==> src/rtl/game_timer_pkg.sv <==
// game_timer_pkg: shared FSM state encoding, BCD digit width and BCD helper for the game timer
package game_timer_pkg;
  typedef enum logic [1:0] {
    IDLE   = 2'd0,
    RUN    = 2'd1,
    PAUSED = 2'd2,
    DONE   = 2'd3
  } state_t;
  localparam int DIGIT_W = 4;
  function automatic logic [2*DIGIT_W-1:0] to_bcd(input int v);
    return {DIGIT_W'(v / 10), DIGIT_W'(v % 10)};
  endfunction
endpackage

==> src/rtl/game_timer_bcd_down_counter.sv <==
// bcd_down_counter: two-digit BCD register with load, decrement (saturating at 00) and 01 detect
//   clk, rst     : clock, synchronous active-high reset (loads INIT)
//   load         : reload INIT; wins over dec
//   dec          : decrement one second in BCD
//   tens, ones   : BCD digits
//   is_one       : digits currently read 01 (the next decrement reaches 00)
module bcd_down_counter
  import game_timer_pkg::*;
#(
  parameter logic [2*DIGIT_W-1:0] INIT = 8'h60
) (
  input  logic               clk,
  input  logic               rst,
  input  logic               load,
  input  logic               dec,
  output logic [DIGIT_W-1:0] tens,
  output logic [DIGIT_W-1:0] ones,
  output logic               is_one
);
  logic is_zero;
  assign is_zero = (tens == '0) && (ones == '0);
  assign is_one  = (tens == '0) && (ones == DIGIT_W'(1));
  always_ff @(posedge clk)
    if (rst || load) {tens, ones} <= INIT;
    else if (dec && !is_zero) begin
      ones <= (ones == '0) ? DIGIT_W'(9) : ones - DIGIT_W'(1);
      tens <= (ones == '0) ? tens - DIGIT_W'(1) : tens;
    end
endmodule

==> src/rtl/game_timer.sv <==
// game_timer: BCD countdown game timer with tick prescaler, start/pause FSM and warning/expiry flags
//   Clock, Reset       : clock, synchronous active-high reset
//   Tick               : one-cycle frame strobe, counted only while running
//   Start              : load START_SEC and run (wins over Pause)
//   Pause              : rising edge toggles running/paused
//   Sec_tens, Sec_ones : BCD digits of remaining seconds
//   Running            : registered, high in RUN
//   Sec_pulse          : one-cycle pulse per second decrement
//   Warning            : high in RUN/PAUSED while remaining <= WARN_SEC
//   Expired            : one-cycle pulse when the count reaches 00
module game_timer
  import game_timer_pkg::*;
#(
  parameter int TICKS_PER_SEC = 60,
  parameter int START_SEC     = 60,
  parameter int WARN_SEC      = 10
) (
  input  logic               Clock,
  input  logic               Reset,
  input  logic               Tick,
  input  logic               Start,
  input  logic               Pause,
  output logic [DIGIT_W-1:0] Sec_tens,
  output logic [DIGIT_W-1:0] Sec_ones,
  output logic               Running,
  output logic               Sec_pulse,
  output logic               Warning,
  output logic               Expired
);
  localparam int TW = $clog2(TICKS_PER_SEC);
  localparam logic [TW-1:0] TICK_MAX = TW'(TICKS_PER_SEC - 1);
  localparam logic [7:0] WARN = 8'(WARN_SEC);
  state_t state, state_nx;
  logic [TW-1:0] tick_cnt, tick_cnt_nx;
  logic pause_q, pause_rise, load, dec, expire, is_one;
  logic [7:0] remaining;
  assign pause_rise = Pause && !pause_q;
  // Binary value of the registered digits, so Warning has no input-to-output path.
  assign remaining = {4'd0, Sec_tens} * 8'd10 + {4'd0, Sec_ones};
  assign Warning = ((state == RUN) || (state == PAUSED)) && (remaining <= WARN);
  always_comb begin
    state_nx    = state;
    tick_cnt_nx = tick_cnt;
    load        = 1'b0;
    dec         = 1'b0;
    expire      = 1'b0;
    if (Start) begin
      state_nx    = RUN;
      tick_cnt_nx = '0;
      load        = 1'b1;
    end else if (state == RUN) begin
      if (Tick) begin
        tick_cnt_nx = (tick_cnt == TICK_MAX) ? '0 : tick_cnt + TW'(1);
        dec         = (tick_cnt == TICK_MAX);
        expire      = dec && is_one;
      end
      // Reaching 00 takes priority over a coincident pause request.
      state_nx = expire ? DONE : pause_rise ? PAUSED : RUN;
    end else if (state == PAUSED && pause_rise) begin
      state_nx = RUN;
    end
  end
  always_ff @(posedge Clock)
    if (Reset) begin
      state     <= IDLE;
      tick_cnt  <= '0;
      pause_q   <= 1'b0;
      Running   <= 1'b0;
      Sec_pulse <= 1'b0;
      Expired   <= 1'b0;
    end else begin
      state     <= state_nx;
      tick_cnt  <= tick_cnt_nx;
      pause_q   <= Pause;
      Running   <= (state_nx == RUN);
      Sec_pulse <= dec;
      Expired   <= expire;
    end
  bcd_down_counter #(.INIT(to_bcd(START_SEC))) u_cnt (
    .clk   (Clock),
    .rst   (Reset),
    .load  (load),
    .dec   (dec),
    .tens  (Sec_tens),
    .ones  (Sec_ones),
    .is_one(is_one)
  );
endmodule
==> config.mk <==
export PLATFORM = sky130hd
export DESIGN_NAME = game_timer
export DESIGN_NICKNAME = d
export VERILOG_FILES = /design/src/rtl/game_timer_pkg.sv /design/src/rtl/game_timer_bcd_down_counter.sv /design/src/rtl/game_timer.sv
export SDC_FILE = /design/constraint.sdc
export NUM_CORES = 1
export LEC_CHECK = 0
export ABC_AREA = 1
export CORE_MARGIN = 2
export CORE_UTILIZATION = 45
export CTS_CLUSTER_DIAMETER = 120
export DETAILED_ROUTE_END_ITERATION = 10
export HOLD_SLACK_MARGIN = 0.02
export PLACE_DENSITY_LB_ADDON = 0.05
export SLEW_MARGIN = 20
export SYNTH_ARGS = -nofsm -noshare
export SYNTH_HDL_FRONTEND = slang
export SYNTH_SLANG_ARGS = --single-unit
export TNS_END_PERCENT = 10
==> constraint.sdc <==
create_clock -name Clock -period 5.8 [get_ports Clock]
set_input_delay 0.58 -clock Clock [delete_from_list [all_inputs] [get_ports Clock]]
set_output_delay 0.58 -clock Clock [all_outputs]
set_load 0.01 [all_outputs]
## After elaboration in Yosys (flattened, before gate mapping)

Cells that the tools add are included.

| cells by class | value |
|---|---|
| bitwise operators | 1 |
| order comparisons | 1 |
| reduce and logical (&&, ||, !) cells | 17 |
| $mul | 1 |
| equal/unequal tests | 5 |
| muxes and demuxes | 14 |
| add/sub/neg operators | 4 |

Operators with widths:

| operator | number |
|---|---|
| $mux 2 | 5 |
| $add 8x4->8 | 1 |
| $le 8x4->1 const B | 1 |
| $logic_not 4->1 | 2 |
| $sub 4x1->4 const B | 2 |
| $logic_and 1x1->1 | 7 |
| $mul 4x3->7 const B | 1 |
| $mux 1 | 7 |
| $add 6x1->6 const B | 1 |
| $eq 6x6->1 const B | 1 |
| $mux 6 | 1 |
| $eq 2x1->1 const B | 2 |
| $eq 4x1->1 const B | 1 |
| $mux 4 | 1 |
| $reduce_and 2->1 | 2 |
| $reduce_or 3->1 | 1 |
| $eq 2x2->1 const B | 1 |
| $logic_not 1->1 | 2 |
| $logic_or 1x1->1 | 2 |
| $reduce_or 2->1 | 1 |
| $not 1->1 | 1 |

| word-level totals | value |
|---|---|
| logic and storage cells | 51 |
| output and inout bits | 12 |
| input bits | 5 |
| register bits | 20 |

## Longest topological paths before layout

Gate-level depths: netlist (run 1).

| depth | value |
|---|---|
| depth in word-level cells | 10 |
| gate-level depth with buffers | 9 |
| depth with buffers taken out | 9 |

## Cells and area by module

A second synthesis (run 1) with hierarchy kept.

| unflattened totals | value |
|---|---|
| cell total of the unflattened synthesis | 190 |
| area total of the unflattened synthesis | 1340.0 sq um |

Modules (own cells, without submodules):

| module | seq. area each (sq um) | instances | area each (sq um) | cells an instance |
|---|---|---|---|---|
| game_timer | 240.2 | 1 | 875.8 | 120 |
| bcd_down_counter | 160.2 | 1 | 464.2 | 70 |

## Worst setup path before layout (run 1)

No wires, ideal clock.

| timing | value |
|---|---|
| path type | reg2out |
| start point | reg u_cnt.tens[1] |
| end point | out Warning |
| data arrival time | 2.049 ns |
| cell stages (with the launch flop) | 10 |
| path buffers | 0 |
| data required time | 5.220 ns |
| setup slack | 3.171 ns |
| cell sequence | dfxtp_1 ha_1 ha_1 fa_1 inv_1 nand2_1 o21ai_0 nand2_1 nand3_1 nor3_1 |

| on the way | value |
|---|---|
| longest elaborated chain between the ends | 4 |

RTL lines:

| what | RTL line | source |
|---|---|---|
| start: declaration | game_timer_bcd_down_counter.sv:16 | `output logic [DIGIT_W-1:0] tens,` |
| start signal: assignment | game_timer_bcd_down_counter.sv:27 | `tens <= (ones == '0) ? tens - DIGIT_W'(1) : tens;` |
| $mul 4x3->7 | game_timer.sv:39 | `assign remaining = {4'd0, Sec_tens} * 8'd10 + {4'd0, Sec_ones};` |
| $add 8x4->8 | game_timer.sv:39 |  |
| $le 8x4->1 | game_timer.sv:40 | `assign Warning = ((state == RUN) \|\| (state == PAUSED)) && (remaining <= WARN);` |
| $logic_and 1x1->1 | game_timer.sv:40 |  |
| end: declaration | game_timer.sv:27 | `output logic Warning,` |

Every way passes these cells.

## Worst setup path after layout (run 1)

Same ends and word-level chain as after synthesis.

==> results.yml, run 1 <==
clocking:
  path_clk_slew_ns: 0.11
  cts.sink_count: 20
  cts_made_buffers: 3
  post-cts-setup-buffers: 0
  cts_hold_buf: 0
  htree_levels: 1
  cts_tree: "done"
  clk_latency_ns: 0.30
  ctsResizeCount: 0
  clock_path_buffers: 2
  root_buffer: "clkbuf_4"
finish:
  drive_above_1_share: 0.0550
  fin_cells: 231
  final_nets: 221
  fillers: 262
  area_growth_pct: 17.5
  diodes: 0
logic_synthesis:
  ys_seq_area_frac: 0.317
  yosys_warnings: 0
  ys_types: 22
  syn-cell-area_um2: 1260
  synth_area_leader_cell: "dfxtp_1"
  synth.avg_cell_area_um2: 6.99
  synth_top_area_frac: 0.317
  ys_ff_latch: 20
  synth_fp_nets: 200
  synth_area_leaders: "dfxtp_1, ha_1, nand2_1, inv_1, nor2_1"
  syn_inst: 181
floorplanning:
  dieArea_um2: 3250
  io_pins: 17
  die_h_um: 57.0
  core_um2: 2710
  rows: 19
  die_w_um: 57.0
  start_util: 0.467
pwr:
  ir_worst_vdd_v: 0.000126
  p_leak_nw: 0.624
  power_per_cell_area_nw_per_um2: 152
run:
  maxCapViolCount: 0
drt:
  via_count: 1147
  drt_pass1_iterations: 4
  drc: 0
  totalWireLength_mm: 2.61
  drtAntennaViolNets: 0
  drtIter0Drc: 40
  wl_per_cell_um: 11.3
  via_per_inst: 4.97
global_route:
  antenna_found_initial: 0
  overflow: 0
  grt_max_degree: 11
  gr-usage-all-layers: 0.185
  grt_pass1_vias: 1124
  grt_first_pass_wirelength_mm: 4.84
min_path:
  hp-class: "reg -> reg"
  hp-start: "tick_cnt[0]"
  holdPathEnd: "tick_cnt[0]"
  whs_path_depth: 2
timing:
  final.period_utilization: 0.603
  rsz0062_at_grt: "no"
  finalClockSkew_ns: 0.00775
  slew_violations: 0
  final.setup.tns_ns: 0
  fin_crit_ns: 3.50
  setup_violations: 0
  hold_viol_final: 0
  slew_headroom: 0.783
  worst_pin_slew_ns: 0.324
  fmax_mhz: 286
place:
  place_congestion: 0.844
  dp_hpwl_mm: 2.10
  dp_cells: 228
  port_buffers: 16
setup_path:
  cp_max_fo: 7
  startpoint_type: "flip-flop"
  criticalPathCategory: "reg -> out"
  critPathArrivalTime_ns: 2.92
  r2r_cells: 9
  endpoint_kind: "primary output"
  reg2reg_from: "state[1]"
  reg2reg_to: "u_cnt.tens[2]"
  cp.required_ns: 5.22
  r2r_setup_slack_ns: 4.22
status:
  outcome: "complete, no violations"
==> synthesized netlist by cell type <==
cell	count
nand3_1	12
xor2_1	1
a21oi_1	16
and3_1	1
nor2_2	4
dfxtp_1	20
nor3_1	6
nand2_1	38
o21ai_1	1
nor3b_1	2
nand2_2	1
inv_1	26
nor2_1	22
fa_1	2
nand4_1	5
ha_1	12
xnor2_1	2
nor3_2	2
a21o_1	1
o21ai_0	5
nand3_2	1
clkinv_1	1
==> critical path: stages (launching register included) <==
cell,delay [ns]
dfxtp_1,0.51
ha_1,0.29
ha_1,0.23
fa_1,0.54
inv_1,0.09
nand2_1,0.06
o21ai_0,0.07
nand2_1,0.07
nand3_1,0.07
nor3_1,0.14
clkdlybuf4s50_1,0.56
==> per-stage QoR <==
stage	power [mW]	hold WS, ns	utilization	worst slack [ns]	instance area [µm²]
5_1_grt	0.238	0.511	0.548	2.00	1490
3_3_place_gp	0.164	0.473	0.540	2.75	1460
3_5_place_dp	0.164	0.477	0.540	2.65	1460
2_1_floorplan	0.155	0.458	-	3.17	1260
4_1_cts	0.230	0.493	0.548	2.29	1490
6_report	0.226	0.490	0.548	2.30	1490
==> layout by cell type, fill, tap and decap left out, drive strengths merged <==
master and instances:
a21o 1, a21oi 16, and3 1, clkbuf 3, clkdlybuf4s50 16, clkinv 1, dfxtp 20, fa 2
ha 12, inv 26, nand2 39, nand3 13, nand4 5, nor2 26, nor3 8, nor3b 2
o21ai 6, xnor2 2, xor2 1
==> cells by family after synthesis <==
kind of cell	share of synthesized area
AND/OR/NAND/NOR	0.339
AO/OA/AOI/OAI	0.0930
adder cells (fa/ha/maj)	0.150
XOR/XNOR	0.0208
buffers and inverters	0.0801
flip-flops	0.317
==> per-layer routing <==
layer	global-route usage	up-vias	part of all wire
met5	0	-	0
met4	0.0930	0	0.015
met3	0.0317	5	0.026
met2	0.297	14	0.46
met1	0.240	501	0.49
li1	-	627	-
==> state kept, by name (all words and copies together), names as in the netlist <==
register	cells
tick_cnt	6
u_cnt.ones	4
u_cnt.tens	4
state	2
Expired	1
Running	1
Sec_pulse	1
pause_q	1
==> worst max path at each step <==
stage	from	end	depth (start not counted)
3_3_place_gp	u_cnt.tens[1]	Warning	10
6_report	u_cnt.tens[1]	Warning	10
5_1_grt	u_cnt.tens[1]	Warning	10
4_1_cts	u_cnt.tens[1]	Warning	10
3_5_place_dp	u_cnt.tens[1]	Warning	10
2_1_floorplan	u_cnt.tens[1]	Warning	9
==> power by group <==
part | total [mW] | switching [mW] | leakage, nW | internal [mW]
Sequential | 0.141 | 0.00117 | 0.162 | 0.140
Combinational | 0.0201 | 0.0120 | 0.448 | 0.00807
Clock | 0.0651 | 0.0408 | 0.0138 | 0.0242
==> layout make-up <==
type | instances | area [µm²] | area share
repair buffers | 16 | 160 | 0.108
flip-flops and latches | 20 | 400 | 0.269
clock buffers | 3 | 22.5 | 0.0152
inverters | 27 | 101 | 0.0682
multi-input cells | 134 | 763 | 0.513
well taps | 31 | 38.8 | 0.0261
(Power assumes the default switching activity.)
==> run 2: changes to the inputs <==
- clock period: 5.8 -> 3.4 ns (I/O delays scaled with it)
==> results.yml, run 2 (synthesis gave the netlist of run 1 again) <==
floorplanning:
  dieArea_um2: 3250
  die_h_um: 57.0
  die_w_um: 57.0
  io_pins: 17
  rows: 19
  start_util: 0.467
  core_um2: 2710
pwr:
  ir_worst_vdd_v: 0.000216
  power_per_cell_area_nw_per_um2: 258
  p_leak_nw: 0.643
  p_total_mw: 0.386
timing:
  slew_violations: 0
  fin_ws_ns: 0.640
  hold_viol_final: 0
  fmax_mhz: 362
  final.period_utilization: 0.812
  slew_headroom: 0.777
  rsz0062_at_grt: "no"
  final.setup.tns_ns: 0
  worst_pin_slew_ns: 0.334
  setup_violations: 0
  finalClockSkew_ns: 0.0103
  fin_crit_ns: 2.76
finish:
  reg_top3: "tick_cnt: 6 flops, u_cnt.ones: 4 flops, u_cnt.tens: 4 flops"
  final_nets: 221
  final_common_cell: "nand2_1"
  final_cell_mix: "nand2_1, inv_1, nor2_1"
  fin_util: 0.551
  drive_above_1_share: 0.0650
  largest_register: "tick_cnt"
  area_growth_pct: 18.1
  largest_reg_flops: 6
  design_area_um2: 1490
  diodes: 0
  fillers: 261
drt:
  via_per_inst: 5.03
  drt_pass1_iterations: 4
  drtIter0Drc: 34
  drtAntennaViolNets: 0
  wl_per_cell_um: 11.5
  via_count: 1161
  totalWireLength_mm: 2.65
  drc: 0
setup_path:
  critPathArrivalTime_ns: 2.42
  cp_slowest_cell: "fa_1"
  startpoint_type: "flip-flop"
  worstPathCellList: "ha_1, ha_1, fa_1, inv_1, nand2_1, o21ai_0, nand2_1, nand3_1, nor3_1, dlymetal6s2s_1"
  cp_top_family: "adder cells"
  criticalPathCategory: "reg -> out"
  cp_max_fo: 7
  crit_buf_inv: 2
  cp.required_ns: 3.06
  max_stage_delay_ns: 0.54
  endpoint_kind: "primary output"
run:
  maxCapViolCount: 0
place:
  place_congestion: 0.844
  post-place-ws_ns: 0.489
  placed_cell_area_um2: 1460
  port_buffers: 16
  dp_hpwl_mm: 2.10
global_route:
  overflow: 0
  grt_first_pass_wirelength_mm: 4.84
  gr-usage-all-layers: 0.185
  antenna_found_initial: 0
  grt_max_degree: 11
  grt_pass1_vias: 1124
clocking:
  cts.sink_count: 20
  clock_path_buffers: 2
  clk_latency_ns: 0.30
  cts_tree: "done"
  ctsResizeCount: 0
  root_buffer: "clkbuf_4"
  path_clk_slew_ns: 0.11
  cts_hold_buf: 0
  post-cts-setup-buffers: 0
  htree_levels: 1
  cts_made_buffers: 3
min_path:
  hp-class: "reg -> reg"
status:
  outcome: "complete, no violations"
[run 2: changes by cell type in the layout (fill, tap and decap cells not counted), sizes merged]
| cell | before | now |
|---|---|---|
| clkdlybuf4s50 | 16 | 15 |
| dlymetal6s2s | 0 | 1 |
[run 2: path summary, 6_finish.rpt]
path | slack, ns | start | cells after the start | endpoint
worst min register to register | 0.49 | tick_cnt[0] | 2 | tick_cnt[0]
worst min-delay path | 0.49 | tick_cnt[0] | 2 | tick_cnt[0]
worst max register to register | 1.81 | state[1] | 9 | u_cnt.tens[2]
worst max-delay path | 0.64 | u_cnt.tens[1] | 10 | Warning
[run 2: worst min-delay path, cell delays in order, from the launching register on]
cell and delay (ns):
dfxtp_1 0.34, nand2_1 0.06, a21oi_1 0.05
[run 2: metal layers]
metal	track usage	vias up	part of all wire
li1	-	627	-
met2	0.297	21	0.45
met1	0.240	507	0.50
met4	0.0930	0	0.018
met5	0	-	0
met3	0.0317	6	0.028
[run 2: layout make-up]
class	count	area, µm²	share of cell area
clock buffer	3	22.5	0.0151
inverter	27	101	0.0678
multi-input combinational	134	763	0.511
sequential	20	405	0.271
tap	31	38.8	0.0260
timing repair buffer	16	163	0.109
[run 2: metrics by stage]
stage,hold WS [ns],instances
6_report,0.490,231
5_1_grt,0.511,231
4_1_cts,0.493,231
3_5_place_dp,0.477,228
3_3_place_gp,0.473,228
2_1_floorplan,0.411,181
[run 2: power breakdown]
part | switching [mW] | internal, mW
clock | 0.0702 | 0.0413
combinational | 0.0208 | 0.0138
sequential | 0.00199 | 0.238
total | 0.0930 | 0.293
